[config.mk]
export PLATFORM = sky130hd
export DESIGN_NAME = regfile_dump
export DESIGN_NICKNAME = d
export VERILOG_FILES = /design/src/rtl/regfile_dump.sv
export SDC_FILE = /design/constraint.sdc
export NUM_CORES = 1
export LEC_CHECK = 0
export BUFFER_PORTS_ARGS = -buffer_cell sky130_fd_sc_hd__buf_4
export CORE_UTILIZATION = 29
export CTS_BUF_LIST = sky130_fd_sc_hd__clkbuf_4
export DETAILED_ROUTE_END_ITERATION = 6
export GPL_ROUTABILITY_DRIVEN = 0
export HOLD_SLACK_MARGIN = 0.15
export SLEW_MARGIN = 20
export SYNTH_ARGS = -nofsm -noshare
export SYNTH_HDL_FRONTEND = slang
export SYNTH_SLANG_ARGS = --single-unit
[constraint.sdc]
create_clock -name clk -period 2.02 [get_ports clk]
set_clock_uncertainty 0.15 [all_clocks]
set_input_delay 0.101 -clock clk [delete_from_list [all_inputs] [get_ports clk]]
set_output_delay 0.101 -clock clk [all_outputs]
set_load 0.02 [all_outputs]
[src/rtl/regfile_dump.sv]
// regfile_dump: sequential reader for the 32x32 CPU register file.
//
// On a start pulse in IDLE the block walks r0..r(NREG-1) through one register-file read port
// (rd_addr/rd_data) and streams each word out on a valid/ready channel. The core must be stalled
// while busy is high; this block does not arbitrate the read port.
//
// Ports:
//   clk        system clock, all state updates on posedge
//   rst        asynchronous active-low reset
//   start      single-cycle dump request, honoured only in IDLE
//   busy       high in READ, SEND and FIN
//   done       one-cycle pulse after the last beat handshakes
//   rd_addr    register-file read address (0 outside READ)
//   rd_data    combinational read data for rd_addr
//   out_valid  out_index/out_data hold a beat
//   out_ready  downstream accepts the beat this cycle
//   out_index  register number of the current beat
//   out_data   register contents of the current beat
//   checksum   running XOR of all handed-off words (only with DUMP_CHECKSUM_EN)
//
// Optional feature macro: DUMP_CHECKSUM_EN adds the checksum output and accumulator.

module regfile_dump #(
  parameter int unsigned NREG = 32,
  parameter int unsigned AW   = 5,
  parameter int unsigned DW   = 32
) (
  input  logic          clk,
  input  logic          rst,
  input  logic          start,
  output logic          busy,
  output logic          done,
  output logic [AW-1:0] rd_addr,
  input  logic [DW-1:0] rd_data,
  output logic          out_valid,
  input  logic          out_ready,
  output logic [AW-1:0] out_index,
  output logic [DW-1:0] out_data
`ifdef DUMP_CHECKSUM_EN
  ,
  output logic [DW-1:0] checksum
`endif
);

  typedef enum logic [1:0] {
    StIdle,
    StRead,
    StSend,
    StFin
  } state_e;

  localparam logic [AW-1:0] LastIdx = AW'(NREG - 1);

  state_e        state_q, state_d;
  logic [AW-1:0] idx_q, idx_d;
  logic [AW-1:0] out_index_q, out_index_d;
  logic [DW-1:0] out_data_q, out_data_d;
`ifdef DUMP_CHECKSUM_EN
  logic [DW-1:0] csum_q, csum_d;
`endif

  always_comb begin
    state_d     = state_q;
    idx_d       = idx_q;
    out_index_d = out_index_q;
    out_data_d  = out_data_q;
`ifdef DUMP_CHECKSUM_EN
    csum_d      = csum_q;
`endif
    busy        = 1'b0;
    done        = 1'b0;
    out_valid   = 1'b0;
    rd_addr     = '0;

    case (state_q)
      StIdle: begin
        if (start) begin
          idx_d   = '0;
          state_d = StRead;
`ifdef DUMP_CHECKSUM_EN
          csum_d  = '0;
`endif
        end
      end
      StRead: begin
        busy        = 1'b1;
        rd_addr     = idx_q;
        // Capture the word so the beat stays stable even if the register file changes.
        out_data_d  = rd_data;
        out_index_d = idx_q;
        state_d     = StSend;
      end
      StSend: begin
        busy      = 1'b1;
        out_valid = 1'b1;
        if (out_ready) begin
`ifdef DUMP_CHECKSUM_EN
          csum_d = csum_q ^ out_data_q;
`endif
          // Terminal-count compare keeps idx from ever passing NREG-1.
          if (idx_q == LastIdx) begin
            state_d = StFin;
          end else begin
            idx_d   = idx_q + 1'b1;
            state_d = StRead;
          end
        end
      end
      StFin: begin
        busy    = 1'b1;
        done    = 1'b1;
        state_d = StIdle;
      end
      default: state_d = StIdle;
    endcase
  end

  always_ff @(posedge clk or negedge rst) begin
    if (!rst) begin
      state_q     <= StIdle;
      idx_q       <= '0;
      out_index_q <= '0;
      out_data_q  <= '0;
`ifdef DUMP_CHECKSUM_EN
      csum_q      <= '0;
`endif
    end else begin
      state_q     <= state_d;
      idx_q       <= idx_d;
      out_index_q <= out_index_d;
      out_data_q  <= out_data_d;
`ifdef DUMP_CHECKSUM_EN
      csum_q      <= csum_d;
`endif
    end
  end

  assign out_index = out_index_q;
  assign out_data  = out_data_q;
`ifdef DUMP_CHECKSUM_EN
  assign checksum  = csum_q;
`endif

endmodule

Word-level counts from Yosys, hierarchy flattened
Index checks and enable logic that the tools add are counted.
{ "totals": {"in_bits": 36, "elab_cells": 29, "output_inout_bits": 45, "reg_bits": 44} }
{ "classes": {"add_sub_neg": 1, "n_mux": 12, "eq_ne": 7, "n_reduce_logical": 5} }
{ "ops": {"columns": ["op", "count"], "rows": [
  ["5-bit 2-to-1 mux", 4],
  ["5-bit case mux with 2 select lines", 1],
  ["2-bit case mux with 4 select lines", 1],
  ["2-bit 2-to-1 mux", 3],
  ["2-bit != test (second input constant)", 3],
  ["5-bit by 1-bit adder with 5-bit output (second input constant)", 1],
  ["5-bit equality test (second input constant)", 1],
  ["2-bit equality test (second input constant)", 2],
  ["4-bit AND reduction", 1],
  ["1-bit 2-to-1 mux", 3],
  ["3-bit OR reduction", 1],
  ["2-bit by 1-bit equality test with 1-bit output (second input constant)", 1],
  ["2-bit logical NOT", 1],
  ["2-bit AND reduction", 1],
  ["2-bit nonzero test", 1]
]} }

Depth between registers and ports, before layout
{ "depth": {"ltp_word": 4, "mapped_depth": 6} }

Worst setup path before layout
No wires, ideal clock.
{ "synth_timing": {"path_type": "reg2reg", "from": "reg idx_q[0]", "to": "reg idx_q[1]", "arrival_ns": 1.564, "stages_incl_launch_ff": 7, "path_slack_ns": 0.185, "setup_ns": 0.121, "synth_period_minus_slack_ns": 1.835, "cell_sequence": "dfrtp_1 > ha_1 > and3_1 > ha_1 > nand2b_1 > a22o_1 > a22o_1"} }
{ "synth_via": {"elab_chain_len": 4, "word_cells_on_any_way": 7, "cone_classes": "1 x add/sub; 2 x eq/ne; 3 x mux; 1 x reduce/logical"} }
{ "synth_rtl": {"columns": ["element", "line", "rtl"], "rows": [
  ["start, declared", "55", "logic [AW-1:0] idx_q, idx_d;"],
  ["start signal, assigned", "129", "idx_q <= idx_d;"],
  ["5-bit by 1-bit adder with 5-bit output", "104", "idx_d = idx_q + 1'b1;"],
  ["5-bit 2-to-1 mux", "101", "if (idx_q == LastIdx) begin"],
  ["5-bit 2-to-1 mux", "96", "if (out_ready) begin"],
  ["5-bit case mux with 2 select lines", "75", "case (state_q)"]
]} }
Parallel ways exist; a longest one is shown, timed or not. The select of a mux whose other input is x is not followed.
A chain may end at the register's enable or synchronous reset.

Worst setup path in the final report
{ "layout_timing": {"from": "reg idx_q[1]", "to": "reg idx_q[1]"} }
Same word-level chain as after synthesis.

==> results.cfg <==
[yosys]
ys_ff_latch = 44
async_reset_ff_share_pct = 100
yosys_warnings = 0
yosysSeqAreaShare_pct = 60.7
synth_ff_type = dfrtp_1
avgSynthCellArea_um2 = 9.64
synth_edf_count = 0
synth_cells = 188
yosysUniqueCellTypes = 21
syn_nets = 226
synthesis.area_um2 = 1810

[drt]
postRouteAntennaNets = 0
totalWireLength_um = 4390
viasPerCell = 4.33
wl_per_cell_um = 11.4
vias = 1664
first_pass_iters = 3
drt_iter0_drc = 44
drc = 0

[global_routing]
grt_pass1_vias = 1612
grt_pass1_wl_um = 7180
antenna_found_initial = 0
grt_max_degree = 45
overflow = 0
grtUsageTotal_pct = 14.2

[worst_setup_path]
path_cells = ha_1, and3_1, ha_1, nand2b_2, a22o_1, a22o_1
rr_worst_depth = 6
cp_slowest_stage_delay_ns = 0.44
required_ns = 2.11
cp_max_fo = 6
path_buf_inv = 0
worst-setup-path-type = reg -> reg
regToRegStartpoint = idx_q[1]
critical-path-slowest-cell = dfrtp_1
critical_path_depth = 6
cp-end-kind = register
arrival_ns = 2.03
critPathLaunch = idx_q[1]
critPathLaunchType = register
path_delay_family = compound AO/OA/AOI/OAI gates

[floorplan]
ios = 81
start_util_pct = 30.3
die_x_um = 81.1
coreArea_um2 = 5990
die_area_um2 = 6570
die_y_um = 81.1
rows = 28

[sta]
fin_crit_sh_pct = 96.2
fmax_ghz = 0.514
rsz0062_at_grt = false
fin_ws_ns = 0.0764
tightest_slew_ns = 0.537
hold_violations = 0
max_slew_margin_pct = 64.2
drv_slew = 0
setup_viol = 0
fin_tns_setup_ns = 0
period_needed_ns = 1.94
hold_ws_ns = 0.337

[clock_tree]
clock_latency_ns = 0.33
htree_levels = 2
root_buffer = clkbuf_4
clk_pin_slew_ns = 0.12
cts.path.max_buffers = 2
cts_setup_buffers = 0
clock-sinks = 44
tritoncts = yes
cts_buffers = 5

[final_layout]
layout-drive-gt1-share_pct = 31.4
final_common_cell = nand2_1
num_antenna_cells = 0
finalNetCount = 346
fillCellCount = 559
final_cell_mix = 97 x nand2_1, 85 x buf_4, 44 x dfrtp_1, 37 x dlygate4sd3_1, 7 x clkbuf_4
syn2layout_area_growth_pct = 60.9
post-route-util_pct = 48.7

[run]
cap_violations = 0

[worst_hold_path]
holdPathStages = 2
hold_path.class = reg -> reg
hp-start = out_data[17]

[place]
post-place-ws_ns = 0.0813
dpl.hpwl_um = 2890
portBuffers = 80

[power]
p_leak_nw = 1.61
power.density_nw_per_um2 = 1340
irDropWorstVdd_v = 0.000625

[run_status]
status = complete, no violations
==> cells in the mapped netlist, drive strengths merged (2+ instances only) <==
master / number / area [µm²]
a21o: 6 / 45.0
a22o: 6 / 52.6
and2: 6 / 37.5
buf: 9 / 60.1
dfrtp: 44 / 1100
ha: 2 / 25.0
mux2: 2 / 22.5
nand2: 97 / 364
nand2b: 3 / 18.8
nor2: 2 / 7.51
nor2b: 2 / 12.5
==> where the power goes <==
group | internal, W | switching, W | total, W | leakage (nW)
sequential | 0.00126 | 0.000256 | 0.00152 | 0.557
combinational | 0.000875 | 0.00110 | 0.00197 | 1.02
clock | 0.000161 | 0.000256 | 0.000417 | 0.0338
==> state kept, by name, indices dropped and copies added (netlist names) <==
register and flops:
idx_q 5, out_data 32, out_index 5, state_q 2
==> layout make-up <==
class / count / area [µm²] / area share (%)
Timing Repair Buffer: 122 / 1010 / 34.6
Multi-Input combinational cell: 135 / 657 / 22.5
Tap cell: 75 / 93.8 / 3.22
Clock buffer: 7 / 52.6 / 1.80
Clock inverter: 1 / 3.75 / 0.129
Sequential cell: 44 / 1100 / 37.8
==> repair_timing <==
item	4_1_cts	5_1_grt
resized for setup	0	1
setup endpoints to repair	0	2
hold endpoints to repair	83	0
hold buffers	37	0
==> metrics by stage <==
step | cell area, µm² | cells | total power [W]
5_1_grt | 2920 | 384 | 0.00425
6_report | 2920 | 384 | 0.00391
2_1_floorplan | 1810 | 188 | 0.00264
4_1_cts | 2910 | 384 | 0.00398
3_3_place_gp | 2490 | 339 | 0.00344
3_5_place_dp | 2490 | 339 | 0.00348
==> metal layers <==
metal  global-route usage, %  routed length, µm  share of wire [%]  vias up
li1                        -                  -                  -      833
met1                    17.4               1920                 44      783
met2                    24.9               2260                 51       44
met3                    3.26                189                4.3        4
met4                    3.75                 29               0.66        0
met5                       0                  0                  0        -
==> final timing paths <==
kind	to	slack, ns
min in group asynchronous	out_data[22]	0.70
worst max-delay path	idx_q[1]	0.08
worst min-delay path	out_data[17]	0.34
worst min register to register	out_data[17]	0.34
max in group asynchronous	idx_q[4]	0.65
worst max register to register	idx_q[1]	0.08
==> tightest hold or removal path: stages, from the launching register on <==
cell	delay, ns
dfrtp_1	0.36
nand2_1	0.05
nand2_1	0.06
==> logic make-up after synthesis <==
logic type	after synthesis	share of synthesized area, %
buffers and inverters	9	3.31
AOI/OAI and AO/OA	15	6.69
and+or+nand+nor	115	26.1
DFF	44	60.7
adders and majority gates	2	1.38
muxes	3	1.79
No activity file was read; power rests on OpenSTA's default activity.
